## config.mk

```make
export PLATFORM = sky130hd
export DESIGN_NAME = strip_frame_scheduler
export DESIGN_NICKNAME = d
export VERILOG_FILES = /design/src/rtl/strip_frame_scheduler_pkg.sv /design/src/rtl/strip_frame_scheduler_counter.sv /design/src/rtl/strip_frame_scheduler.sv
export SDC_FILE = /design/constraint.sdc
export NUM_CORES = 1
export LEC_CHECK = 0
export CORE_MARGIN = 1
export CORE_UTILIZATION = 60
export CTS_CLUSTER_DIAMETER = 150
export DETAILED_ROUTE_END_ITERATION = 12
export DONT_BUFFER_PORTS = 1
export GPL_TIMING_DRIVEN = 0
export HOLD_SLACK_MARGIN = 0.06
export PLACE_DENSITY = 0.74
export SLEW_MARGIN = 20
export SYNTH_ARGS = -nofsm -noshare
export SYNTH_HDL_FRONTEND = slang
export SYNTH_SLANG_ARGS = --single-unit
```

## constraint.sdc

```tcl
create_clock -name sys_clk -period 3.4 [get_ports sys_clk]
set_input_delay 0.68 -clock sys_clk [delete_from_list [all_inputs] [get_ports sys_clk]]
set_output_delay 0.68 -clock sys_clk [all_outputs]
set_load 0.02 [all_outputs]
```

## src/rtl/strip_frame_scheduler_pkg.sv

```systemverilog
`default_nettype none
// ============================================================================
// Module   : strip_frame_scheduler_pkg
// Purpose  : State encoding, bank indices and default 50 MHz timing constants
// Revision : 1.0 - initial release
// ============================================================================
package strip_frame_scheduler_pkg;

    localparam logic [1:0] S_IDLE  = 2'd0;
    localparam logic [1:0] S_START = 2'd1;
    localparam logic [1:0] S_BUSY  = 2'd2;
    localparam logic [1:0] S_GAP   = 2'd3;

    localparam logic c_wr_bank_rst = 1'b0;
    localparam logic c_rd_bank_rst = 1'b1;

    localparam int c_refresh_cycles = 1666667;
    localparam int c_timeout_cycles = 500000;
    localparam int c_min_gap_cycles = 16;
    localparam int c_cnt_w          = 24;

endpackage
`default_nettype wire

```

## src/rtl/strip_frame_scheduler_counter.sv

```systemverilog
`default_nettype none
// ============================================================================
// Module   : strip_frame_scheduler_counter
// Purpose  : Generic up-counter with synchronous clear and count enable
// Revision : 1.0 - initial release
// ============================================================================
module strip_frame_scheduler_counter #(
    parameter int WIDTH = 24
) (
    input  logic             clk,
    input  logic             rst,
    input  logic             en,
    output logic [WIDTH-1:0] out
);

    logic [WIDTH-1:0] r_count;

    always_ff @(posedge clk) begin
        if (rst) begin
            r_count <= '0;
        end else if (en) begin
            r_count <= r_count + 1'b1;
        end
    end

    assign out = r_count;

endmodule
`default_nettype wire

```

## src/rtl/strip_frame_scheduler.sv

```systemverilog
`default_nettype none
// ============================================================================
// Module   : strip_frame_scheduler
// Purpose  : Ping-pong frame bank controller between frame writer and strip engine
// Revision : 1.0 - initial release
// ============================================================================
module strip_frame_scheduler
    import strip_frame_scheduler_pkg::*;
#(
    parameter int REFRESH_CYCLES = c_refresh_cycles,
    parameter int TIMEOUT_CYCLES = c_timeout_cycles,
    parameter int MIN_GAP_CYCLES = c_min_gap_cycles,
    parameter int CNT_W          = c_cnt_w
) (
    input  logic        sys_clk,
    input  logic        rst,
    input  logic        wr_frame_done,
    output logic        wr_ready,
    output logic        wr_bank,
    output logic        rd_bank,
    output logic        rd_start,
    input  logic        rd_done,
    output logic        busy,
    output logic        overrun,
    output logic        timeout_err,
    output logic [15:0] frame_cnt
);

    localparam logic [CNT_W-1:0] c_refresh_last = CNT_W'(REFRESH_CYCLES - 1);
    localparam logic [CNT_W-1:0] c_timeout_last = CNT_W'(TIMEOUT_CYCLES - 1);
    localparam logic [CNT_W-1:0] c_gap_last     = CNT_W'(MIN_GAP_CYCLES - 1);

    logic [1:0]       r_state;
    logic             r_rd_bank;
    logic             r_pending;
    logic             r_shown;
    logic             r_wr_ready;
    logic             r_overrun;
    logic             r_timeout_err;
    logic [15:0]      r_frame_cnt;

    logic [CNT_W-1:0] w_refresh_cnt;
    logic [CNT_W-1:0] w_timeout_cnt;
    logic [CNT_W-1:0] w_gap_cnt;
    logic             w_swap;
    logic             w_refresh_due;
    logic             w_go_start;
    logic             w_in_flight;

    assign w_swap        = (r_state == S_IDLE) && r_pending;
    assign w_refresh_due = r_shown && (w_refresh_cnt >= c_refresh_last);
    assign w_go_start    = (r_state == S_IDLE) && (r_pending || w_refresh_due);
    assign w_in_flight   = (r_state == S_START) || (r_state == S_BUSY);

    // Refresh and timeout are measured from the rd_start cycle, so both clear
    // on the edge that enters S_START.
    strip_frame_scheduler_counter #(.WIDTH(CNT_W)) u_refresh_cnt (
        .clk (sys_clk),
        .rst (rst || w_go_start),
        .en  (w_refresh_cnt != c_refresh_last),
        .out (w_refresh_cnt)
    );

    strip_frame_scheduler_counter #(.WIDTH(CNT_W)) u_timeout_cnt (
        .clk (sys_clk),
        .rst (rst || w_go_start),
        .en  (w_in_flight),
        .out (w_timeout_cnt)
    );

    strip_frame_scheduler_counter #(.WIDTH(CNT_W)) u_gap_cnt (
        .clk (sys_clk),
        .rst (rst || (r_state != S_GAP)),
        .en  (r_state == S_GAP),
        .out (w_gap_cnt)
    );

    always_ff @(posedge sys_clk) begin
        if (rst) begin
            r_state       <= S_IDLE;
            r_rd_bank     <= c_rd_bank_rst;
            r_pending     <= 1'b0;
            r_shown       <= 1'b0;
            r_wr_ready    <= 1'b1;
            r_overrun     <= 1'b0;
            r_timeout_err <= 1'b0;
            r_frame_cnt   <= 16'd0;
        end else begin
            case (r_state)
                S_IDLE: begin
                    if (w_go_start) begin
                        r_state     <= S_START;
                        r_frame_cnt <= r_frame_cnt + 16'd1;
                        if (r_pending) begin
                            r_rd_bank <= ~r_rd_bank;
                            r_shown   <= 1'b1;
                        end
                    end
                end
                S_START: r_state <= S_BUSY;
                S_BUSY: begin
                    if (rd_done) begin
                        r_state <= S_GAP;
                    end else if (w_timeout_cnt == c_timeout_last) begin
                        r_timeout_err <= 1'b1;
                        r_state       <= S_GAP;
                    end
                end
                S_GAP: begin
                    if (w_gap_cnt == c_gap_last) begin
                        r_state <= S_IDLE;
                    end
                end
                default: r_state <= S_IDLE;
            endcase

            // A frame arriving on the swap cycle still sees pending=1 and overruns.
            if (w_swap) begin
                r_pending  <= 1'b0;
                r_wr_ready <= 1'b1;
            end
            if (wr_frame_done) begin
                if (r_pending) begin
                    r_overrun <= 1'b1;
                end else begin
                    r_pending  <= 1'b1;
                    r_wr_ready <= 1'b0;
                end
            end
        end
    end

    assign wr_ready    = r_wr_ready;
    assign rd_bank     = r_rd_bank;
    assign wr_bank     = ~r_rd_bank;
    assign rd_start    = (r_state == S_START);
    assign busy        = w_in_flight;
    assign overrun     = r_overrun;
    assign timeout_err = r_timeout_err;
    assign frame_cnt   = r_frame_cnt;

endmodule
`default_nettype wire

```

Yosys cells after proc, flatten, opt, wreduce, memory -nomap -nowiden
Cells that the tools add are included.
{"block": "totals", "wordCells": 52, "register_bits": 96, "out_inout_bits": 23}
{"block": "op_classes", "n_reduce_logical": 13, "n_lt_le_gt_ge": 1, "n_mux": 11, "n_eq_ne": 10, "n_addsub": 4, "bitwise": 2}
{"op": "$add 24x1->24 const B", "count": 3}
{"op": "$eq 24x19->1 const B", "count": 1}
{"op": "$eq 24x4->1 const B", "count": 1}
{"op": "$ge 24x21->1 const B", "count": 1}
{"op": "$ne 24x21->1 const B", "count": 1}
{"op": "$add 16x1->16 const B", "count": 1}
{"op": "$reduce_and 3->1", "count": 3}
{"op": "$mux 2", "count": 4}
{"op": "$pmux 2 s4", "count": 1}
{"op": "$mux 1", "count": 6}
{"op": "$ne 2x2->1 const B", "count": 3}
{"op": "$eq 2x2->1 const B", "count": 2}
{"op": "$logic_or 1x1->1", "count": 4}
{"op": "$reduce_and 2->1", "count": 2}
{"op": "$logic_and 1x1->1", "count": 3}
{"op": "$ne 3x2->1 const B", "count": 1}
{"op": "$eq 2x1->1 const B", "count": 1}
{"op": "$logic_not 2->1", "count": 1}
{"op": "$not 1->1", "count": 2}

Logic depth before layout (Yosys ltp)
Gate-level depths: netlist (run 1).
{"block": "depth", "ltp_word": 6, "depth_mapped": 10, "depth_no_buf": 8}

By module
A second synthesis (run 1) with hierarchy kept.
{"block": "unflattened", "hier_cells": 572, "hier_area_um2": 4957.3}
{"mod": "strip_frame_scheduler_counter", "seq_area_each_um2": 480.5, "instances": 3, "cells_each": 125, "area_each_um2": 1092.3}
{"mod": "strip_frame_scheduler", "seq_area_each_um2": 480.5, "instances": 1, "cells_each": 197, "area_each_um2": 1680.4}

Worst setup path before layout (run 1)
No wires, ideal clock.
{"block": "synth_timing", "path_type": "register to register", "from": "register r_state[0]", "to": "register u_timeout_cnt.r_count[23], in the netlist u_timeout_cnt.out[23]", "required_time_ps": 3283, "arrival_ps": 2238, "path_slack_ps": 1045, "setup_ps": 117, "path_stages_with_launch": 10, "n_path_buf": 1, "path_cell_list": "dfxtp_1 > inv_1 > ha_1 > buf_2 > nand4_1 > nor4_1 > nand3_1 > nor3_1 > xnor2_1 > nor2_1"}
{"block": "synth_via", "elab_cells_between_ends": 6, "classes_between": "eq/ne: 2; reduce/logical: 4"}
{"element": "start: declaration", "line": "strip_frame_scheduler.sv:33", "text": "logic [1:0] r_state;"}
{"element": "start signal: assignment", "line": "strip_frame_scheduler.sv:80", "text": "r_state <= S_IDLE;"}
{"element": "start signal: assignment", "line": "strip_frame_scheduler.sv:92", "text": "r_state <= S_START;"}
{"element": "start signal: assignment", "line": "strip_frame_scheduler.sv:100", "text": "S_START: r_state <= S_BUSY;"}
{"element": "$eq 2x1->1 / $eq 2x2->1 (equally long branches)", "line": "strip_frame_scheduler.sv:53", "text": "assign w_in_flight = (r_state == S_START) || (r_state == S_BUSY);"}
{"element": "$logic_or 1x1->1 *", "line": "strip_frame_scheduler.sv:53"}
{"element": "via busy", "line": "strip_frame_scheduler.sv:23", "text": "output logic busy,"}
{"element": "end signal: assignment", "line": "strip_frame_scheduler_counter.sv:22", "text": "r_count <= r_count + 1'b1;"}
{"element": "end: declaration", "line": "strip_frame_scheduler_counter.sv:16", "text": "logic [WIDTH-1:0] r_count;"}
Mark *: on every way through the listed nets, which the timed path passes. The rest lies on a longest branch.
A chain may end at the register's enable or synchronous reset.

Worst setup path in the final report (run 1)
{"block": "layout_timing", "from": "register r_state[1]", "to": "register u_timeout_cnt.r_count[23], in the netlist u_timeout_cnt.out[23]"}
Same word-level chain as after synthesis.

==> flow_summary.ini, run 1 <==
[cts]
ctsResizeCount = 0
clk_pin_slew_worst_paths_ns = 0.09
postCtsHoldBufs = 0
cts_tree = built
clk_root_buffer_cell = clkbuf_8
clkSinkCount = 96
post_cts.repair.setup_buffers = 0
clkLatencyLatePin_ns = 0.35
clock_tree.buffer_depth = 2
cts-buffers-inserted = 9
h-tree-depth = 3

[sta]
final.period_utilization_pct = 84.0
final.setup.tns_ns = 0
final.min_clock_period_ns = 2.85
clock-skew-final_ns = 0.00852
slew-limit-headroom_pct = 50.6
setup_viol_count_final = 0
timing_hold_violations_final = 0
final_max_slew_viol_count = 0
grt_setup_unrepaired = false
clock.fmax_ghz = 0.350
worstMarginPinSlew_ns = 0.735

[worst_setup_path]
cp_max_fo = 7
critical_path.cell_chain = inv_1 > ha_1 > buf_2 > nand4_1 > nor4_1 > nand3_1 > nor3_1 > xnor2_1 > nor2_1
critical_path_sink_type = flop
worst_path_max_delay_cell = nor4_1
cp_data_required_time_ns = 3.65
cp.arrival_ns = 3.10
cp-start-kind = flop
timing.critical_path.slowest_cell_delay_ns = 0.61
timing_worst_setup_path_type = reg2reg
reg2reg_depth = 9

[detailed_routing]
avgViaCountPerCell = 5.48
initialDrtViolationCount = 96
detailed_route_wire_length_um = 8300
dr_total_vias = 3403
antenna_left = 0
route.detailed.wl_per_inst_um = 13.4
remaining_drc_errors = 0
drt_pass1_iterations = 4

[global_route]
grtUsageTotal_pct = 22.7
antenna_violations_before_repair = 0
total_congestion_overflow = 0
grt_first_pass_wirelength_um = 13900
first_global_vias = 3080
grt_max_degree = 16

[power_and_ir_drop]
total_leakage_power_uw = 0.00156
ir_worst_vdd_uv = 250
power_density_normalized_to_cell_area_nw_per_um2 = 425

[logic_synthesis]
netlist_top_cells_area = dfxtp_1 43%, nor2_1 8.5%, xnor2_1 8.3%
dominantRegCellSynth = dfxtp_1
synth-edff-count = 0
ys_seq_elements = 96
syn_avg_cell_area_um2 = 8.93
async_reset_ff_share_pct = 0
syn-num-nets = 519
syn-cell-area_um2 = 4520
seq_area_frac_synth_pct = 42.5
synth_cells = 506
ys_types = 52
yosys_warnings = 0
synth_top_area_share_pct = 42.5
yosys.cell_count.top_type = nor2_1
synth.top_cells.by_count = 102 x nor2_1, 96 x dfxtp_1, 43 x xnor2_1
synth_top_cell_by_area = dfxtp_1

[floorplan]
die_y_um = 88.8
design.portCount = 27
floorplan.initialDensity_pct = 62.3
die_w_um = 88.8
die_area_um2 = 7890
placeable_area_um2 = 7250
floorplan.rows = 31

[placement]
numPortBuffers = 0
dp.cells = 605
dp_hpwl_um = 6010
place.gp.congestion = 0.803

[final_layout]
stdcell_count = 621
num_antenna_cells = 0
final_nets = 530
area.growth.synth_to_final_pct = 7.33
drive_gt1_share_pct = 7.66

[job]
maxCapViolations = 0

[hold_path]
min-delay-path-class = reg2reg
min_path_cells = 1

[status]
run_status = finished, final reports clean
-- registers in the layout, indices dropped and copies added (netlist names) --
name               count
u_timeout_cnt.out     24
overrun                1
u_refresh_cnt.out     24
frame_cnt             16
r_pending              1
rd_bank                1
r_shown                1
wr_ready               1
r_state                2
u_gap_cnt.out         24
timeout_err            1
-- cell type report --
class	instances	area, µm²
well taps	99	124
fillers	635	2400
multi-input cells	382	2460
clock buffers	12	155
plain buffers	16	92.6
clock inverters	4	52.6
inverters	12	45.0
flip-flops and latches	96	1920
-- cell families after synthesis --
group           Yosys count  share of synthesized area [%]
compound gates           39                           7.64
buf+inv                  28                           3.04
xor+xnor                 80                           15.5
flops                    96                           42.5
fa+ha+maj                 9                           2.49
simple gates            250                           27.9
mux                       4                          0.913
-- cells in the final DEF, fill, tap and decap left out, types with 4 or more instances in the layout --
| cell type | instances |
|---|---|
| xor2_1 | 37 |
| nor2b_1 | 6 |
| and3_1 | 13 |
| ha_1 | 9 |
| nand3_1 | 21 |
| nand2b_1 | 11 |
| nand2_1 | 33 |
| clkbuf_8 | 12 |
| nand4_1 | 20 |
| a21oi_1 | 7 |
| nor2_1 | 102 |
| a2111oi_0 | 4 |
| inv_1 | 12 |
| nor4_1 | 9 |
| nor3_1 | 6 |
| or3_1 | 5 |
| dfxtp_1 | 96 |
| clkbuf_1 | 8 |
| xnor2_1 | 43 |
| buf_2 | 6 |
| o21ai_0 | 6 |
| a211oi_1 | 7 |
| and4_1 | 4 |
-- per-layer routing --
| layer | vias up | GRT usage, % | routed length (µm) |
|---|---|---|---|
| li1 | 1748 | - | - |
| met5 | - | 0 | 0 |
| met2 | 32 | 38.5 | 3930 |
| met1 | 1616 | 28.0 | 4070 |
| met3 | 7 | 6.25 | 217 |
| met4 | 0 | 6.89 | 87 |
-- through the flow --
step	setup WS (ns)	utilization [%]	cell area (µm²)	power, µW	hold slack, ns
finish	0.545	66.9	4850	2060	0.464
global route	0.227	66.9	4850	2150	0.472
CTS	0.553	66.9	4850	2080	0.464
detailed placement	0.590	64.0	4640	1330	0.448
global placement	0.620	64.0	4640	1320	0.442
floorplan	1.05	-	4520	1290	0.426
-- critical path: cells and delay by family, from the launching register on --
family	cells	cell delay (ns)
buffers and inverters	2	0.33
adders and majority gates	1	0.43
DFF	1	0.40
xor gates and xnor gates	1	0.16
and+or+nand+nor	5	1.42
-- power breakdown --
group          internal, µW  switching (µW)
logic                  47.8            87.4
registers              1140            23.9
clock network           382             383
total                  1570             494
-- worst paths after layout --
check,slack (ns),startpoint,endpoint
worst min register to register,0.46,u_gap_cnt.out[0]$_SDFFE_PP0N_,u_gap_cnt.out[0]$_SDFFE_PP0N_
worst max register to register,0.55,r_state[1]$_SDFFE_PP0P_,u_timeout_cnt.out[23]$_SDFFE_PP0P_
worst max-delay path,0.55,r_state[1]$_SDFFE_PP0P_,u_timeout_cnt.out[23]$_SDFFE_PP0P_
worst min-delay path,0.46,u_gap_cnt.out[0]$_SDFFE_PP0N_,u_gap_cnt.out[0]$_SDFFE_PP0N_
Note: power is estimated with default switching activity, not from simulation.
==> inputs of run 2 (changes only) <==
==> constraint.sdc (replaced) <==
create_clock -name sys_clk -period 2.7 [get_ports sys_clk]
set_input_delay 0.54 -clock sys_clk [delete_from_list [all_inputs] [get_ports sys_clk]]
set_output_delay 0.54 -clock sys_clk [all_outputs]
set_load 0.02 [all_outputs]
==> flow_summary.ini, run 2 (synthesis results as in run 1) <==
[power_and_ir_drop]
total_leakage_power_uw = 0.00158
ir_worst_vdd_uv = 316
power_density_normalized_to_cell_area_nw_per_um2 = 532

[sta]
setup_viol_count_final = 0
clock-skew-final_ns = 0.00910
worstMarginPinSlew_ns = 0.697
final.period_utilization_pct = 93.0
slew-limit-headroom_pct = 53.1
timing_hold_violations_final = 0
final_max_slew_viol_count = 0
grt_setup_unrepaired = false
clock.fmax_ghz = 0.398
final.min_clock_period_ns = 2.51
postLayoutSetupSlackWorst_ns = 0.189

[placement]
place_ws_ns = -0.110
dp_hpwl_um = 6010
numPortBuffers = 0
place.gp.congestion = 0.803

[worst_setup_path]
startpoint = r_state[1]$_SDFFE_PP0P_
worst_path_max_delay_cell = or4_1
crit_family = simple AND/OR/NAND/NOR gates
cp_max_fo = 7
r2r_start = r_state[1]$_SDFFE_PP0P_
timing_worst_setup_path_type = reg2reg
timing.critical_path.slowest_cell_delay_ns = 0.60
critical_path_sink_type = flop
path_buf_inv = 2
cp_data_required_time_ns = 2.95
cp-start-kind = flop
critical_path.cell_chain = inv_1 > ha_2 > buf_2 > nand3_1 > or4_1 > nor2b_4 > and3_1 > xnor2_1 > nor2_1
cp.arrival_ns = 2.76

[floorplan]
die_w_um = 88.8
floorplan.rows = 31
placeable_area_um2 = 7250
floorplan.initialDensity_pct = 62.3
die_area_um2 = 7890
die_y_um = 88.8
design.portCount = 27

[final_layout]
final_cell_mix = 102 x nor2_1, 96 x dfxtp_1, 43 x xnor2_1
num-fill-cells = 622
final_common_cell = nor2_1
finish.utilization_pct = 67.5
area.growth.synth_to_final_pct = 8.28
final_nets = 531
num_antenna_cells = 0
drive_gt1_share_pct = 8.80

[global_route]
antenna_violations_before_repair = 0
grtUsageTotal_pct = 22.7
total_congestion_overflow = 0
grt_first_pass_wirelength_um = 13900
grt_max_degree = 16
first_global_vias = 3085

[cts]
clk_pin_slew_worst_paths_ns = 0.09
clkSinkCount = 96
postCtsHoldBufs = 0
clkLatencyLatePin_ns = 0.36
cts_tree = built
h-tree-depth = 3
cts-buffers-inserted = 9
clk_root_buffer_cell = clkbuf_8
clock_tree.buffer_depth = 2

[detailed_routing]
antenna_left = 0
route.detailed.wl_per_inst_um = 13.4
initialDrtViolationCount = 116
avgViaCountPerCell = 5.50
detailed_route_wire_length_um = 8350
dr_total_vias = 3421
remaining_drc_errors = 0
drt_pass1_iterations = 4

[job]
maxCapViolations = 0

[hold_path]
worst_hold_startpoint = wr_frame_done
min-delay-path-class = in2reg

[status]
run_status = finished, final reports clean
run 2: cell types whose count changed in the layout (fill, tap and decap cells not counted), sizes merged:
cell | before | now
buf | 8 | 9
run 2: final timing paths:
| path | to | slack (ns) | cells after the start |
|---|---|---|---|
| worst max-delay path | u_timeout_cnt.out[18]$_SDFFE_PP0P_ | 0.19 | 9 |
| worst max register to register | u_timeout_cnt.out[18]$_SDFFE_PP0P_ | 0.19 | 9 |
| worst min-delay path | overrun$_SDFFE_PP0P_ | 0.34 | 2 |
| worst min register to register | u_gap_cnt.out[0]$_SDFFE_PP0N_ | 0.46 | 1 |
run 2: power by group:
part | internal [µW] | total, µW | switching [µW]
Clock | 481 | 965 | 484
Combinational | 62.0 | 172 | 110
Sequential | 1430 | 1470 | 30.2
run 2: repair_timing:
action | CTS | global route
setup buffers | 0 | 1
setup endpoints to repair | 2 | 6
pin swaps | 0 | 1
gates resized for setup | 1 | 6
run 2: stage by stage:
step                hold WS, ns  TNS, ns  cell area (µm²)  std cells  power [µW]
floorplan                 0.426        0             4520        506        1630
global placement          0.442  -0.0800             4640        605        1660
finish                    0.335        0             4890        622        2600
CTS                       0.324        0             4860        621        2620
global route              0.332        0             4890        622        2710
detailed placement        0.448   -0.110             4640        605        1670
run 2: cell type report:
class | count | area, µm² | share of cell area [%]
Multi-Input combinational cell | 382 | 2500 | 51.0
Clock buffer | 12 | 155 | 3.17
Sequential cell | 96 | 1920 | 39.3
Tap cell | 99 | 124 | 2.53
Timing Repair Buffer | 1 | 7.51 | 0.153
Clock inverter | 4 | 52.6 | 1.07
Buffer | 16 | 92.6 | 1.89
Inverter | 12 | 45.0 | 0.920
run 2: metal layers:
layer | up-vias | part of all wire (%) | GRT usage, %
met2 | 44 | 47 | 38.5
li1 | 1751 | - | -
met3 | 7 | 2.9 | 6.25
met5 | - | 0 | 0
met1 | 1619 | 49 | 28.1
met4 | 0 | 0.99 | 6.89
==> inputs of run 3 (changes only) <==
--- a/config.mk
+++ b/config.mk
@@ -5,6 +5,7 @@
 export SDC_FILE = /design/constraint.sdc
 export NUM_CORES = 1
 export LEC_CHECK = 0
+export ABC_AREA = 1
 export CORE_MARGIN = 1
 export CORE_UTILIZATION = 60
 export CTS_CLUSTER_DIAMETER = 150
==> flow_summary.ini, run 3 <==
[status]
run_status = finished, final reports clean

[global_route]
total_congestion_overflow = 0
grt_max_degree = 15
antenna_violations_before_repair = 0
first_global_vias = 4211
grtUsageTotal_pct = 25.9
grt_first_pass_wirelength_um = 18100

[sta]
setup_viol_count_final = 0
slew-limit-headroom_pct = 63.0
clock.fmax_ghz = 0.418
grt_setup_unrepaired = false
clock-skew-final_ns = 0.0131
final.min_clock_period_ns = 2.39
final_max_slew_viol_count = 0
final.period_utilization_pct = 88.7
worstMarginPinSlew_ns = 0.555
timing_hold_violations_final = 0
whs_ns = 0.314
final.setup.tns_ns = 0

[logic_synthesis]
yosys_warnings = 0
synth_top_area_share_pct = 38.8
dominantRegCellSynth = dfxtp_1
ys_seq_elements = 96
async_reset_ff_share_pct = 0
synth.top_cells.by_count = 132 x nand2_1, 107 x nor2_1, 99 x inv_1
synth-edff-count = 0
netlist_top_cells_area = dfxtp_1 39%, nand2_1 10%, nor2_1 8.1%
synth_top_cell_by_area = dfxtp_1
seq_area_frac_synth_pct = 38.8
ys_types = 31
yosys.cell_count.top_type = nand2_1
syn-cell-area_um2 = 4950
synth_cells = 722
syn-num-nets = 735
syn_avg_cell_area_um2 = 6.86

[detailed_routing]
dr_wl_met2_um = 4650
dr_wl_met3_um = 434
drt_pass1_iterations = 5
route.detailed.wl_per_inst_um = 12.1
highest-signal-layer = met4
dr_total_vias = 4441
wl_met1_um = 4950
avgViaCountPerCell = 5.29
initialDrtViolationCount = 180
remaining_drc_errors = 0
detailed_route_wire_length_um = 10200
antenna_left = 0

[worst_setup_path]
critical_path_sink_type = flop
critical_path.cell_chain = inv_1 > ha_1 > buf_2 > inv_1 > nor2_1 > inv_1 > nor2_1 > nand2_1 > nor3_1 > xor2_1 > nor2_1
path_buf_inv = 4
startpoint = r_state[1]$_SDFFE_PP0P_
timing.critical_path.slowest_cell_delay_ns = 0.43
crit_family = simple AND/OR/NAND/NOR gates
worst_path_max_delay_cell = ha_1
cp.arrival_ns = 2.66
cp-start-kind = flop
worst-r2r-setup-slack_ns = 0.31
cp_max_fo = 7
cp_data_required_time_ns = 2.96
r2r_start = r_state[1]$_SDFFE_PP0P_
timing_worst_setup_path_type = reg2reg

[cts]
clkSinkCount = 96
clk_pin_slew_worst_paths_ns = 0.09
clk_root_buffer_cell = clkbuf_8
postCtsHoldBufs = 0
clkLatencyLatePin_ns = 0.37
clock_tree.buffer_depth = 2
post_cts.repair.setup_buffers = 0
cts_tree = built
ctsResizeCount = 0
h-tree-depth = 3
cts-buffers-inserted = 9

[floorplan]
placeable_area_um2 = 7850
design.portCount = 27
floorplan.initialDensity_pct = 63.1
floorplan.rows = 32
die_area_um2 = 8620
die_w_um = 92.9
die_y_um = 92.9

[power_and_ir_drop]
total_leakage_power_uw = 0.00188
ir_worst_vdd_uv = 376
power_density_normalized_to_cell_area_nw_per_um2 = 566

[final_layout]
num_antenna_cells = 0
area.growth.synth_to_final_pct = 6.24
final_common_cell = nand2_1
finish.utilization_pct = 67.0
drive_gt1_share_pct = 4.88
final_cell_mix = 132 x nand2_1, 107 x nor2_1, 99 x inv_1
final_nets = 746

[hold_path]
min-delay-path-class = in2reg
worst_hold_startpoint = wr_frame_done

[placement]
dp_hpwl_um = 7600
numPortBuffers = 0
place.gp.congestion = 0.885

[job]
maxCapViolations = 0
## run 3: metal layers
layer	global-route usage, %	vias up
li1	-	2344
met1	32.6	2008
met2	43.6	73
met3	6.08	16
met4	8.72	0
met5	0	-
## run 3: cells by family after synthesis
family / after synthesis / share of synthesized area [%]
AND/OR/NAND/NOR: 384 / 34.3
buffers and inverters: 116 / 9.42
flip-flops: 96 / 38.8
AO/OA/AOI/OAI: 74 / 7.61
XOR/XNOR: 43 / 7.60
adder cells (fa/ha/maj): 9 / 2.27
## run 3: area by class of cell
class	count	area, µm²
flip-flops and latches	96	1920
well taps	102	128
multi-input cells	510	2560
plain buffers	14	83.8
clock buffers	13	139
inverters	102	383
fillers	706	2590
clock inverters	3	42.5
## run 3: report_power, final
part           total (µW)  internal [µW]  leakage [µW]  switching, µW
combinational         535            158       0.00102            378
sequential           1530           1470      0.000775           67.2
clock                 911            429     0.0000876            482
## run 3: stage by stage
step                      power (µW)  instances  instance area [µm²]  worst slack (ns)
after floorplan                 1960        722                 4950             0.687
after global placement          2080        824                 5080             0.338
after detailed placement        2100        824                 5080             0.306
after CTS                       3000        840                 5260             0.289
after global routing            3140        840                 5260            0.0528
final                           2980        840                 5260             0.306
## run 3: final timing paths
check / to / cells after the start
worst max-delay path: u_timeout_cnt.out[20]$_SDFFE_PP0P_ / 11
worst min register to register: u_gap_cnt.out[0]$_SDFFE_PP0N_ / 1
worst min-delay path: overrun$_SDFFE_PP0P_ / 2
worst max register to register: u_timeout_cnt.out[20]$_SDFFE_PP0P_ / 11
